### src/rtl/wb_gpio_pkg.sv
// Shared definitions for the Wishbone GPIO controller.
// Holds the register word offsets (wb_adr_i[4:2]), the maximum pin count,
// the register-field reset defaults and the byte-enable expansion helper.
package wb_gpio_pkg;

    localparam int GPIO_MAX_WIDTH = 32;

    // Register select values (word offset = byte address >> 2)
    localparam logic [2:0] REG_DATA_IN  = 3'd0;
    localparam logic [2:0] REG_DATA_OUT = 3'd1;
    localparam logic [2:0] REG_DIR      = 3'd2;
    localparam logic [2:0] REG_SET      = 3'd3;
    localparam logic [2:0] REG_CLR      = 3'd4;
    localparam logic [2:0] REG_IRQ_EN   = 3'd5;
    localparam logic [2:0] REG_IRQ_POL  = 3'd6;
    localparam logic [2:0] REG_IRQ_STAT = 3'd7;

    // Register-field reset defaults
    localparam logic [31:0] OUT_RESET_DEFAULT = 32'h0000_0000;
    localparam logic [31:0] DIR_RESET_DEFAULT = 32'h0000_0000;

    // Expand the four byte enables into a 32-bit write mask
    function automatic logic [31:0] byte_mask(input logic [3:0] sel);
        return {{8{sel[3]}}, {8{sel[2]}}, {8{sel[1]}}, {8{sel[0]}}};
    endfunction

endpackage

### src/rtl/gpio_in_filter.sv
// Input conditioning for the GPIO pads.
// Each pin passes a 2-flop synchroniser, then either goes straight through
// (DEBOUNCE_DIV = 0) or through a shared-tick debounce filter. The filtered
// value is compared with its previous-cycle copy to produce edge pulses.
// Ports:
//   clk, rst_n  clock and asynchronous active-low reset
//   pins        asynchronous pad inputs
//   filtered    conditioned input level
//   rise, fall  one-cycle edge pulses of 'filtered'
module gpio_in_filter
    import wb_gpio_pkg::*;
#(
    parameter int WIDTH        = 8,
    parameter int DEBOUNCE_DIV = 0
) (
    input  logic             clk,
    input  logic             rst_n,
    input  logic [WIDTH-1:0] pins,
    output logic [WIDTH-1:0] filtered,
    output logic [WIDTH-1:0] rise,
    output logic [WIDTH-1:0] fall
);

    logic [WIDTH-1:0] sync1_r;
    logic [WIDTH-1:0] sync2_r;
    logic [WIDTH-1:0] filt_s;
    logic [WIDTH-1:0] prev_r;

    // Two-flop synchroniser for the asynchronous pad inputs
    always_ff @(posedge clk or negedge rst_n) begin
        if (!rst_n) begin
            sync1_r <= {WIDTH{1'b0}};
            sync2_r <= {WIDTH{1'b0}};
        end else begin
            sync1_r <= pins;
            sync2_r <= sync1_r;
        end
    end

    generate
        if (DEBOUNCE_DIV == 0) begin : g_bypass
            assign filt_s = sync2_r;
        end else begin : g_debounce
            localparam int CNT_W = (DEBOUNCE_DIV > 1) ? $clog2(DEBOUNCE_DIV) : 1;
            localparam logic [CNT_W-1:0] CNT_MAX = CNT_W'(DEBOUNCE_DIV - 1);

            logic [CNT_W-1:0] cnt_r;
            logic             tick_s;
            logic [WIDTH-1:0] sample_r;
            logic [WIDTH-1:0] deb_r;
            logic [WIDTH-1:0] agree_s;

            assign tick_s  = (cnt_r == CNT_MAX);
            // A bit may only move when this tick's sample matches the last one
            assign agree_s = ~(sync2_r ^ sample_r);

            // Shared prescaler: counts 0..DEBOUNCE_DIV-1 and ticks on wrap
            always_ff @(posedge clk or negedge rst_n) begin
                if (!rst_n) begin
                    cnt_r <= {CNT_W{1'b0}};
                end else if (tick_s) begin
                    cnt_r <= {CNT_W{1'b0}};
                end else begin
                    cnt_r <= cnt_r + CNT_W'(1);
                end
            end

            // Tick sampling and two-sample agreement filter
            always_ff @(posedge clk or negedge rst_n) begin
                if (!rst_n) begin
                    sample_r <= {WIDTH{1'b0}};
                    deb_r    <= {WIDTH{1'b0}};
                end else if (tick_s) begin
                    sample_r <= sync2_r;
                    deb_r    <= (deb_r & ~agree_s) | (sync2_r & agree_s);
                end else begin
                    sample_r <= sample_r;
                    deb_r    <= deb_r;
                end
            end

            assign filt_s = deb_r;
        end
    endgenerate

    // Previous filtered level for edge detection
    always_ff @(posedge clk or negedge rst_n) begin
        if (!rst_n) begin
            prev_r <= {WIDTH{1'b0}};
        end else begin
            prev_r <= filt_s;
        end
    end

    assign filtered = filt_s;
    assign rise     = filt_s & ~prev_r;
    assign fall     = ~filt_s & prev_r;

endmodule

### src/rtl/wb_gpio_irq.sv
// Wishbone GPIO controller with per-pin direction, atomic set/clear,
// conditioned inputs and per-pin edge interrupts with a combined level IRQ.
// Ports:
//   wb_clk_i, wb_rst_n_i        clock, asynchronous active-low reset
//   wb_adr_i/dat_i/sel_i/we_i   Wishbone request (byte address, bits [4:2] used)
//   wb_cyc_i, wb_stb_i          Wishbone cycle / strobe
//   wb_dat_o, wb_ack_o          read data (0 when not acking), one-cycle ack
//   gpio_i, gpio_o, gpio_dir_o  pad inputs, output values, output enables
//   irq_o                       level interrupt, |(IRQ_STAT & IRQ_EN)
module wb_gpio_irq
    import wb_gpio_pkg::*;
#(
    parameter int          GPIO_WIDTH   = 8,
    parameter int          DEBOUNCE_DIV = 0,
    parameter logic [31:0] OUT_RESET    = OUT_RESET_DEFAULT,
    parameter logic [31:0] DIR_RESET    = DIR_RESET_DEFAULT
) (
    input  logic                  wb_clk_i,
    input  logic                  wb_rst_n_i,
    input  logic [4:0]            wb_adr_i,
    input  logic [31:0]           wb_dat_i,
    input  logic [3:0]            wb_sel_i,
    input  logic                  wb_we_i,
    input  logic                  wb_cyc_i,
    input  logic                  wb_stb_i,
    output logic [31:0]           wb_dat_o,
    output logic                  wb_ack_o,
    input  logic [GPIO_WIDTH-1:0] gpio_i,
    output logic [GPIO_WIDTH-1:0] gpio_o,
    output logic [GPIO_WIDTH-1:0] gpio_dir_o,
    output logic                  irq_o
);

    localparam logic [GPIO_WIDTH-1:0] OUT_RST = OUT_RESET[GPIO_WIDTH-1:0];
    localparam logic [GPIO_WIDTH-1:0] DIR_RST = DIR_RESET[GPIO_WIDTH-1:0];

    logic                      ack_r;
    logic [31:0]               dat_r;
    logic                      irq_r;
    logic [GPIO_WIDTH-1:0]     out_r, dir_r, en_r, pol_r, stat_r;
    logic [GPIO_WIDTH-1:0]     out_nxt_s, dir_nxt_s, en_nxt_s, pol_nxt_s, stat_nxt_s;
    logic [GPIO_WIDTH-1:0]     clr_s, event_s, wmask_s, wdat_s;
    logic [GPIO_WIDTH-1:0]     filt_s, rise_s, fall_s;
    logic [GPIO_MAX_WIDTH-1:0] mask_s, rdata_s;
    logic [2:0]                reg_sel_s;
    logic                      req_s, wr_s, rd_s;
    logic                      unused_s;

    gpio_in_filter #(
        .WIDTH        (GPIO_WIDTH),
        .DEBOUNCE_DIV (DEBOUNCE_DIV)
    ) u_in_filter (
        .clk      (wb_clk_i),
        .rst_n    (wb_rst_n_i),
        .pins     (gpio_i),
        .filtered (filt_s),
        .rise     (rise_s),
        .fall     (fall_s)
    );

    // A new request is accepted only while no ack is outstanding, so a held
    // strobe is acknowledged every other cycle.
    assign req_s     = wb_cyc_i & wb_stb_i & ~ack_r;
    assign wr_s      = req_s & wb_we_i;
    assign rd_s      = req_s & ~wb_we_i;
    assign reg_sel_s = wb_adr_i[4:2];
    assign mask_s    = byte_mask(wb_sel_i);
    assign wmask_s   = mask_s[GPIO_WIDTH-1:0];
    assign wdat_s    = wb_dat_i[GPIO_WIDTH-1:0] & wmask_s;
    assign event_s   = (rise_s & pol_r) | (fall_s & ~pol_r);

    // Byte address bits and write data above the pin count carry no state
    assign unused_s  = ^{wb_adr_i[1:0], wb_dat_i, mask_s};

    // Register next-state: byte-masked writes, SET/CLR and IRQ_STAT W1C
    always_comb begin
        out_nxt_s = out_r;
        dir_nxt_s = dir_r;
        en_nxt_s  = en_r;
        pol_nxt_s = pol_r;
        clr_s     = {GPIO_WIDTH{1'b0}};
        if (wr_s) begin
            case (reg_sel_s)
                REG_DATA_OUT: out_nxt_s = (out_r & ~wmask_s) | wdat_s;
                REG_DIR:      dir_nxt_s = (dir_r & ~wmask_s) | wdat_s;
                REG_SET:      out_nxt_s = out_r | wdat_s;
                REG_CLR:      out_nxt_s = out_r & ~wdat_s;
                REG_IRQ_EN:   en_nxt_s  = (en_r & ~wmask_s) | wdat_s;
                REG_IRQ_POL:  pol_nxt_s = (pol_r & ~wmask_s) | wdat_s;
                REG_IRQ_STAT: clr_s     = wdat_s;
                default:      clr_s     = {GPIO_WIDTH{1'b0}};
            endcase
        end else begin
            clr_s = {GPIO_WIDTH{1'b0}};
        end
        // A new edge wins over a simultaneous clear of the same bit
        stat_nxt_s = (stat_r & ~clr_s) | event_s;
    end

    // Read multiplexer; write-only and unimplemented bits read as zero
    always_comb begin
        rdata_s = 32'h0000_0000;
        case (reg_sel_s)
            REG_DATA_IN:  rdata_s = 32'(filt_s);
            REG_DATA_OUT: rdata_s = 32'(out_r);
            REG_DIR:      rdata_s = 32'(dir_r);
            REG_IRQ_EN:   rdata_s = 32'(en_r);
            REG_IRQ_POL:  rdata_s = 32'(pol_r);
            REG_IRQ_STAT: rdata_s = 32'(stat_r);
            default:      rdata_s = 32'h0000_0000;
        endcase
    end

    // Bus response, control registers and the registered interrupt
    always_ff @(posedge wb_clk_i or negedge wb_rst_n_i) begin
        if (!wb_rst_n_i) begin
            ack_r  <= 1'b0;
            dat_r  <= 32'h0000_0000;
            out_r  <= OUT_RST;
            dir_r  <= DIR_RST;
            en_r   <= {GPIO_WIDTH{1'b0}};
            pol_r  <= {GPIO_WIDTH{1'b0}};
            stat_r <= {GPIO_WIDTH{1'b0}};
            irq_r  <= 1'b0;
        end else begin
            ack_r  <= req_s;
            dat_r  <= rd_s ? rdata_s : 32'h0000_0000;
            out_r  <= out_nxt_s;
            dir_r  <= dir_nxt_s;
            en_r   <= en_nxt_s;
            pol_r  <= pol_nxt_s;
            stat_r <= stat_nxt_s;
            irq_r  <= |(stat_r & en_r);
        end
    end

    assign wb_ack_o   = ack_r;
    assign wb_dat_o   = dat_r;
    assign gpio_o     = out_r;
    assign gpio_dir_o = dir_r;
    assign irq_o      = irq_r;

endmodule

### config.mk
export PLATFORM = sky130hd
export DESIGN_NAME = wb_gpio_irq
export DESIGN_NICKNAME = d
export VERILOG_FILES = /design/src/rtl/wb_gpio_pkg.sv /design/src/rtl/gpio_in_filter.sv /design/src/rtl/wb_gpio_irq.sv
export SDC_FILE = /design/constraint.sdc
export NUM_CORES = 1
export LEC_CHECK = 0
export BUFFER_PORTS_ARGS = -buffer_cell sky130_fd_sc_hd__buf_2
export CAP_MARGIN = 20
export CORE_UTILIZATION = 47
export DETAILED_ROUTE_END_ITERATION = 8
export GPL_TIMING_DRIVEN = 0
export PLACE_DENSITY = 0.74
export SLEW_MARGIN = 20
export SYNTH_ARGS = -nofsm -noshare
export SYNTH_HDL_FRONTEND = slang
export SYNTH_SLANG_ARGS = --single-unit
### constraint.sdc
create_clock -name wb_clk_i -period 1.6 [get_ports wb_clk_i]
set_input_delay 0.08 -clock wb_clk_i [delete_from_list [all_inputs] [get_ports wb_clk_i]]
set_output_delay 0.08 -clock wb_clk_i [all_outputs]
set_load 0.02 [all_outputs]
==> results of run 1 <==
-- routing by layer --
layer / up-vias / wire, um / track usage (%) / part of all wire, %
met2: 114 / 3870 / 34.3 / 49
met4: 0 / 168 / 12.5 / 2.1
met1: 1236 / 3510 / 28.7 / 44
met3: 15 / 417 / 4.01 / 5.2
li1: 1217 / - / - / -
met5: - / 0 / 0 / 0
-- kinds of logic (layout without fill, tap and decap cells) --
logic type / count (synthesis) / after routing
simple gates: 61 / 61
compound gates: 67 / 67
flops: 74 / 74
mux: 42 / 42
other cells: 1 / 24
buf+inv: 42 / 122
-- power breakdown --
| group | internal (W) | leakage (nW) | switching (W) |
|---|---|---|---|
| Combinational | 0.000317 | 1.10 | 0.000374 |
| Sequential | 0.00199 | 0.892 | 0.0000942 |
| Clock | 0.000964 | 0.117 | 0.000672 |
| Total | 0.00328 | 2.11 | 0.00114 |
-- layout make-up --
type | instances | area [sq um]
Tap cell | 99 | 124
Sequential cell | 74 | 1850
Fill cell | 598 | 2850
Inverter | 5 | 18.8
Clock inverter | 4 | 73.8
Clock buffer | 12 | 155
Multi-Input combinational cell | 194 | 1500
Timing Repair Buffer | 65 | 424
Buffer | 36 | 260
-- cell usage after synthesis, types with 2 or more instances --
| library cell | count |
|---|---|
| nor3_1 | 2 |
| nand3_1 | 10 |
| o41ai_1 | 8 |
| and3b_1 | 3 |
| o211ai_1 | 5 |
| mux2_2 | 30 |
| nand2_1 | 13 |
| buf_2 | 3 |
| nand4_1 | 2 |
| mux2i_1 | 4 |
| nand2b_4 | 2 |
| clkbuf_1 | 7 |
| buf_4 | 25 |
| mux2_4 | 8 |
| buf_6 | 2 |
| a211o_1 | 7 |
| a311oi_1 | 3 |
| nor2_1 | 2 |
| a22oi_1 | 10 |
| nand3b_1 | 2 |
| dfrtp_1 | 74 |
| inv_1 | 5 |
| a221oi_1 | 3 |
| nor2b_1 | 9 |
| o22ai_1 | 7 |
| o211a_1 | 2 |
| nand2b_1 | 8 |
| a21oi_1 | 13 |
| a21o_1 | 4 |
-- metrics by stage --
| step | hold WS [ps] | setup TNS, ps | instance area, sq um | instances |
|---|---|---|---|---|
| detailed placement | 5.55 | -5800 | 4010 | 458 |
| floorplan | -216 | -758 | 3620 | 310 |
| global placement | 188 | -5890 | 3980 | 457 |
| finish | 24.4 | -373 | 4400 | 489 |
| global route | 25.0 | -1280 | 4400 | 489 |
| CTS | 4.78 | -476 | 4400 | 489 |
-- final timing paths --
path                                      endpoint                   start  slack (ps)  cells past startpoint
min reg2reg                u_in_filter.filtered[3]  u_in_filter.sync1_r[3]         350                      0
min                                      gpio_o[2]             wb_dat_i[2]          20                      2
max reg2reg                                   flop                wb_ack_o         -50                      4
max in group asynchronous                gpio_o[5]              wb_rst_n_i         870                      3
max                                           flop                wb_ack_o         -50                      4
min in group asynchronous              wb_dat_o[5]              wb_rst_n_i         180                      2
-- worst max-delay path, stage by stage (launching register included) --
cell	delay, ps
dfrtp_2	400
nand3b_4	180
or4_4	500
buf_12	170
mux2_4	290
-- timing repair --
item / CTS / global route
setup buffers: 7 / 0
hold buffers: 9 / 0
endpoints found under the hold margin: 82 / 0
endpoints found under the setup margin: 38 / 26
pin swaps: 3 / 1
resized for setup: 4 / 3
cloned: 0 / 0
==> summary.md, run 1 <==
| Metric | Value |
|---|---|
| Post-synthesis xor/xnor area fraction | `0%` |
| Leakage | `2.11 nW` |
| Post-DP HPWL | `5.44 mm` |
| Critical Path Sink Type | `flop` |
| Yosys top cell area share | `52.6%` |
| Synth Flop Type | `dfrtp_1` |
| Vias/cell | `5.28` |
| Gr usage total | `21.9%` |
| Total gr overflow | `0` |
| Tcrit/Tclk final | `103%` |
| Worst setup SP type | `flop` |
| Core footprint | `7250 sq um` |
| Relative slew slack | `53.1%` |
| Highest clock rate | `605 MHz` |
| Util after Layout | `60.7%` |
| Layout Skew | `8.14 ps` |
| Final layout net count | `439` |
| # Max-Cap Violations | `0` |
| Antenna cells | `0` |
| Most frequent cells in the layout | `dfrtp_1, buf_2, buf_4` |
| Routed Antenna Nets | `0` |
| RSZ-0062 raised after global routing | `true` |
| First-pass GRT wire length | `12.4 mm` |
| Initial antenna violation count | `0` |
| Final setup fails | `8` |
| Post-Route WL | `7.96 mm` |
| Maximum VDD drop | `0.000623 V` |
| Pins over their slew limit | `0` |
| Arr. time, crit path | `1890 ps` |
| Yosys warnings | `0` |
| Pin slew with the least headroom to its limit | `703 ps` |
| Crit Path Class | `reg -> reg` |
| Post-Synth Simple-Gate Area | `11.4%` |
| FF+latch count, synth | `74` |
| Ranking of synthesized cells by area | `dfrtp_1, mux2_2, buf_4` |
| Failing checks | `negative setup slack` |
| Seq/Total Area, Yosys | `52.6%` |
| CP required | `1830 ps` |
| Chip height | `88.6 um` |
| Distinct cells, synth | `43` |
| Mux share of post-synthesis cell area | `14.1%` |
| Overall power | `0.00442 W` |
| Ports | `104` |
| Max Buffers Root-to-Sink | `2` |
| CP max FO | `8` |
| TritonCTS clock tree | `built` |
| Final hold violations | `0` |
| Gate Count Post-Synth | `287` |
| Pwr/cell area | `1000 nW/um^2` |
| Final Worst Setup Slack | `-53.3 ps` |
| Final Wtd Congestion | `0.846` |
| Port bufs | `48` |
| Post-synth EDFFs | `0` |
| CTS sink count | `74` |
| Die X | `88.6 um` |
| Routed wire per std cell | `16.3 um` |
| Vias in the first global route | `2390` |
| CTS buffer count | `9` |
| Pre-CTS WS | `-301 ps` |
| Post-layout minimum cycle time | `1650 ps` |
| Number of vias after detailed routing | `2582` |
| Status | `finished with violations` |
| HP Class | `in -> reg` |
| Area Growth Syn to Fin | `25.0%` |
| Compound-gate portion of the synthesized area | `14.1%` |
| Main combinational cell family by area after synthesis | `multiplexers` |
| Syn_area_per_cell | `12.3 sq um` |
| Rows | `31` |
| Async SR Flop Fraction | `100%` |
| Worst skew pair latency | `350 ps` |
| Cell taking the most area after synthesis | `dfrtp_1` |
| H-tree levels | `3` |
| Largest net degree at the start of global routing | `52` |
| Drt initial violations | `313` |
| Commonest non-fill, non-tap cell in the layout | `dfrtp_1` |
| Drt pass-1 iters | `7` |
| Die area | `7840 sq um` |
| Clk pin slew, worst setup/hold paths | `70 ps` |
| Root cell of the clock tree | `clkbuf_8` |
| Starting Density | `48.6%` |
| Post-Synth Adder-Cell Area | `0%` |
| # DRC | `0` |
| Share of layout cells above drive strength 1 | `38.2%` |
| Post-Syn Area | `3520 sq um` |
Power figures use the tool's default switching activity.
==> inputs of run 2 (changes only) <==
Settings changed: CORE_MARGIN set to 5, HOLD_SLACK_MARGIN set to 0.03.
==> run 2 against run 1 <==
The run still ends with negative setup slack left. Combinational power up 3.6%. Sequential share of layout area is 0.48 points lower. Clock power is 5% lower. First-iteration DRC count is 37% lower. Final area grew 1.2%. Via count up 3.1%. Clock skew is 2.1 ps lower. Global-route usage fell by 2.7 points. Largest cell class unchanged. Register-to-register slack barely moved. Utilization grew 0.38 points. Clock-buffer cell count fell by 1. Setup slack worse by 9.6 ps. Highest routed layer unchanged.
==> summary.md, run 2 (same netlist as run 1, synthesis figures left out) <==
| Metric | Value |
|---|---|
| Status | `finished with violations` |
| Failing checks | `negative setup slack` |
| Cell area after placement | `4010 sq um` |
| Antenna cells | `0` |
| Die X | `96.6 um` |
| Share of layout cells above drive strength 1 | `37.9%` |
| Worst skew pair latency | `350 ps` |
| Final setup fails | `15` |
| Initial antenna violation count | `0` |
| Relative slew slack | `60.4%` |
| Final Wtd Congestion | `0.870` |
| Layout Skew | `5.99 ps` |
| Post-Route WL | `8.41 mm` |
| Drt pass-1 iters | `7` |
| Non-filler instance count after layout | `492` |
| Post-DP HPWL | `5.71 mm` |
| Vias/cell | `5.41` |
| Pins over their slew limit | `0` |
| Core footprint | `7290 sq um` |
| Final hold violations | `0` |
| Worst setup SP type | `flop` |
| Reg2reg setup slack | `-60 ps` |
| Most frequent cells in the layout | `dfrtp_1, buf_2, buf_4` |
| Pre-CTS WS | `-297 ps` |
| Hold EP | `gpio_o[5]` |
| RSZ-0062 raised after global routing | `true` |
| Final layout net count | `442` |
| Root cell of the clock tree | `clkbuf_8` |
| Drt initial violations | `198` |
| CTS buffer count | `9` |
| Final Worst Setup Slack | `-62.9 ps` |
| H-tree levels | `3` |
| Worst path slowest cell | `or4_4` |
| CP max FO | `8` |
| Routed Antenna Nets | `0` |
| Chip height | `96.6 um` |
| TritonCTS clock tree | `built` |
| Post-layout minimum cycle time | `1660 ps` |
| CP required | `1830 ps` |
| Worst hold start | `wb_dat_i[5]` |
| CTS sink count | `74` |
| Routed wire per std cell | `17.1 um` |
| Hold path depth | `3` |
| # DRC | `0` |
| Pin slew with the least headroom to its limit | `594 ps` |
| Max Buffers Root-to-Sink | `2` |
| Crit-path cells | `nand3b_4 > or4_4 > buf_12 > mux2_4` |
| Placed Cells | `458` |
| Vias in the first global route | `2516` |
| R2R Path Start | `wb_ack_o` |
| First-pass GRT wire length | `13.2 mm` |
| Area Growth Syn to Fin | `26.5%` |
| Finished Cell Area | `4460 sq um` |
| Ports | `104` |
| Clk pin slew, worst setup/hold paths | `80 ps` |
| # Max-Cap Violations | `0` |
| Number of vias after detailed routing | `2661` |
| Maximum VDD drop | `0.000766 V` |
| Gr usage total | `19.2%` |
| Port bufs | `48` |
| Commonest non-fill, non-tap cell in the layout | `dfrtp_1` |
| Critical Path Sink Type | `flop` |
| Pwr/cell area | `981 nW/um^2` |
| Die area | `9320 sq um` |
| Total gr overflow | `0` |
| Crit Path Class | `reg -> reg` |
| Highest clock rate | `601 MHz` |
| Leakage | `2.13 nW` |
| Arr. time, crit path | `1890 ps` |
| R2R cell count | `4` |
| Rows | `31` |
| Tcrit/Tclk final | `104%` |
| Starting Density | `48.3%` |
| HP Class | `in -> reg` |
| Max incr delay on CP | `500 ps` |
| Largest net degree at the start of global routing | `56` |
==> run 2: changes by cell type in the layout (fill, tap and decap cells not counted), moves of 2 or more <==
cell           delta
clkbuf_8          -2
dlygate4sd3_1     +3
mux2_2            -8
mux2_4            +8
==> run 2: final cells by class <==
type / instances / area [sq um]
plain buffers: 36 / 260
multi-input cells: 194 / 1530
clock buffers: 11 / 131
flip-flops and latches: 74 / 1850
clock inverters: 5 / 78.8
well taps: 99 / 124
fillers: 598 / 2840
inverters: 5 / 18.8
repair buffers: 68 / 458
==> run 2: routing by layer <==
metal	up-vias	routed length, um	track usage (%)
met4	0	283	8.88
li1	1223	-	-
met5	-	0	0
met1	1294	3550	25.5
met3	29	564	4.11
met2	115	4020	30.2
==> run 2: what timing repair did <==
action                                  4_1_cts  5_1_grt
endpoints found under the setup margin       43       27
setup buffers                                 7        0
hold endpoints to repair                     85        0
pin swaps                                     3        0
hold buffers                                 12        0
gates resized for setup                       4       13
==> run 2: through the flow <==
step                      setup TNS [ps]  hold WS [ps]  utilization [%]  power [W]
after floorplan                     -758          -216                -    0.00256
after global placement             -5650           188             54.6    0.00276
after detailed placement           -6120         -17.1             55.0    0.00279
after CTS                           -497          36.0             60.4    0.00438
after global routing               -1590          31.5             61.1    0.00456
final                               -598          42.4             61.1    0.00437
==> run 2: how the worst max path moves through the flow <==
| stage | slack, ps | start | end |
|---|---|---|---|
| finish | -60 | wb_ack_o | flop |
| detailed placement | -300 | wb_ack_o | flop |
| CTS | -60 | wb_ack_o | flop |
| floorplan | -80 | wb_ack_o | flop |
| global route | -90 | wb_ack_o | flop |
| global placement | -280 | wb_ack_o | flop |
==> run 2: power breakdown <==
part	internal (W)	switching [W]
Combinational	0.000336	0.000379
Sequential	0.00199	0.0000976
Clock	0.000877	0.000685
Total	0.00321	0.00116
==> run 2: critical path, delay by kind of cell, from the launching register on <==
kind	cells	cell delay [ps]
buffers and inverters	1	170
flip-flops	1	400
multiplexers	1	290
AND/OR/NAND/NOR	2	680
==> inputs of run 3 (changes only) <==
Settings changed: ABC_AREA set to 1, CORE_UTILIZATION 47 to 46, PLACE_DENSITY 0.74 to 0.73.
==> run 3 against run 2 <==
The run now ends clean. Via count is 14% higher. Clock-buffer cell count increased by 1. Utilization down 0.81 points. Sequential share of layout area up 0.76 points. Die area decreased by 0.32%. Non-clock buffer count up 4.
==> summary.md, run 3 <==
| Metric | Value |
|---|---|
| Reg2reg setup slack | `90 ps` |
| Yosys warnings | `0` |
| Die X | `96.4 um` |
| Pins over their slew limit | `0` |
| Area Growth Syn to Fin | `27.3%` |
| Finished Cell Area | `4370 sq um` |
| # Max-Cap Violations | `0` |
| Worst skew pair latency | `340 ps` |
| Gate Count Post-Synth | `404` |
| Relative slew slack | `61.8%` |
| # DRC | `0` |
| Rows | `31` |
| HP Class | `in -> reg` |
| Hold EP | `gpio_o[4]` |
| Final hold violations | `0` |
| Vias/cell | `4.96` |
| CP required | `1820 ps` |
| CTS buffer count | `9` |
| Tcrit/Tclk final | `94.6%` |
| Routed wire per std cell | `14.2 um` |
| Highest clock rate | `660 MHz` |
| CP max FO | `8` |
| Port bufs | `50` |
| Core footprint | `7250 sq um` |
| Commonest non-fill, non-tap cell in the layout | `nand2_1` |
| Post-Route WL | `8.68 mm` |
| R2R cell count | `7` |
| Post-Synth Simple-Gate Area | `26.6%` |
| Maximum VDD drop | `0.000483 V` |
| Drt initial violations | `272` |
| Ports | `104` |
| CTS sink count | `74` |
| Most frequent cells in the layout | `nand2_1, dfrtp_1, buf_2` |
| Grt met2 use | `32.6%` |
| Die area | `9290 sq um` |
| Synth Flop Type | `dfrtp_1` |
| Syn_area_per_cell | `8.50 sq um` |
| Main combinational cell family by area after synthesis | `simple AND/OR/NAND/NOR gates` |
| Post-Syn Area | `3430 sq um` |
| Post-synth EDFFs | `0` |
| Crit Path Class | `reg -> reg` |
| Critical Path Sink Type | `flop` |
| Post-Synth Adder-Cell Area | `0%` |
| Final layout net count | `563` |
| Worst hold start | `wb_dat_i[4]` |
| Final Wtd Congestion | `0.925` |
| Grt met1 use | `27.8%` |
| Pin slew with the least headroom to its limit | `573 ps` |
| Met3 Resource Use GR | `4.57%` |
| Cell area after placement | `3920 sq um` |
| Max Buffers Root-to-Sink | `2` |
| Post-layout minimum cycle time | `1510 ps` |
| Starting Density | `47.4%` |
| Number of vias after detailed routing | `3031` |
| Worst Hold Margin | `42.0 ps` |
| Root cell of the clock tree | `clkbuf_8` |
| GRT Max-Usage Layer | `met2` |
| Top-count cell post-synth | `nand2_1` |
| Distinct cells, synth | `23` |
| TritonCTS clock tree | `built` |
| R2R Path Start | `wb_ack_o` |
| Vias in the first global route | `2934` |
| Overall power | `0.00432 W` |
| Filler cell count | `638` |
| Yosys top cell area share | `53.9%` |
| Post-DP HPWL | `6.39 mm` |
| Reg-to-reg endpoint | `stat_r[4]` |
| Drt pass-1 iters | `5` |
| Pwr/cell area | `987 nW/um^2` |
| H-tree levels | `3` |
| Hold path depth | `3` |
| Clk pin slew, worst setup/hold paths | `70 ps` |
| Async SR Flop Fraction | `100%` |
| Compound-gate portion of the synthesized area | `8.49%` |
| Layout Skew | `11.2 ps` |
| First-pass GRT wire length | `14.4 mm` |
| Share of layout cells above drive strength 1 | `23.8%` |
| Post-synthesis xor/xnor area fraction | `0%` |
| FF+latch count, synth | `74` |
| Total gr overflow | `0` |
| Arr. time, crit path | `1740 ps` |
| Cell taking the most area after synthesis | `dfrtp_1` |
| Final setup fails | `0` |
| Antenna cells | `0` |
| Routed Antenna Nets | `0` |
| Synth cell count leaders | `nand2_1, dfrtp_1, inv_1` |
| Largest net degree at the start of global routing | `45` |
| Ranking of synthesized cells by area | `dfrtp_1, nand2_1, buf_4` |
| Worst setup SP type | `flop` |
| Initial antenna violation count | `0` |
| RSZ-0062 raised after global routing | `true` |
| Mux share of post-synthesis cell area | `0%` |
| Leakage | `2.22 nW` |
| Chip height | `96.4 um` |
| Seq/Total Area, Yosys | `53.9%` |
| Gr usage total | `20.5%` |
| Status | `completed` |
## run 3: cell count changes after synthesis, moves of 9 or more
| cell | change |
|---|---|
| inv_1 | +25 |
| nor2_1 | +20 |
| o21ai_1 | +12 |
| o21ai_0 | +28 |
| nand4_1 | +23 |
| nor2b_1 | -9 |
| a22oi_1 | -10 |
| mux2_2 | -30 |
| nand2_1 | +120 |
## run 3: routing by layer
layer | part of all wire (%) | up-vias
met5 | 0 | -
li1 | - | 1476
met3 | 8.1 | 16
met2 | 46 | 144
met1 | 44 | 1395
met4 | 1.8 | 0
## run 3: critical path: stages (launching register included)
cell,delay [ps]
dfrtp_1,370
inv_1,70
nand4_1,220
inv_2,210
buf_4,130
nand2_2,140
o21ai_1,190
nand2_1,70
## run 3: kinds of logic after synthesis
group,count (synthesis)
buffers and inverters,69
flip-flops,74
AND/OR/NAND/NOR,207
other,1
AO/OA/AOI/OAI,53
## run 3: cell type report
cell class,count,area [sq um],share of cell area (%)
Buffer,36,253,5.78
Clock buffer,12,155,3.55
Clock inverter,2,37.5,0.858
Inverter,32,120,2.75
Multi-Input combinational cell,284,1360,31.0
Sequential cell,74,1850,42.3
Tap cell,99,124,2.83
Timing Repair Buffer,72,475,10.9
## run 3: stage by stage
stage	setup TNS, ps	std cells	utilization, %	worst slack (ps)
final	0	611	60.3	85.8
after CTS	0	608	59.0	3.49
after detailed placement	-210	577	54.0	-50.6
after global placement	0	576	53.7	4.03
after floorplan	0	427	-	162
after global routing	-205	611	60.3	-34.4
## run 3: power by group
part | switching, W | internal (W)
Combinational | 0.000461 | 0.000275
Clock | 0.000640 | 0.000790
Sequential | 0.000129 | 0.00202
Total | 0.00123 | 0.00309
## run 3: repair_timing
action / CTS / global route
hold buffers: 17 / 1
resized for setup: 1 / 27
hold endpoints to repair: 50 / 1
pin swaps: 0 / 0
gates cloned: 0 / 0
setup buffers: 0 / 3
endpoints found under the setup margin: 9 / 40
## run 3: how the worst max path moves through the flow
stage / to / startpoint / cells past startpoint
floorplan: flop / wb_ack_o / 7
global placement: flop / wb_ack_o / 7
detailed placement: flop / wb_ack_o / 7
CTS: flop / wb_ack_o / 7
global route: flop / wb_ack_o / 8
finish: stat_r[4] / wb_ack_o / 7
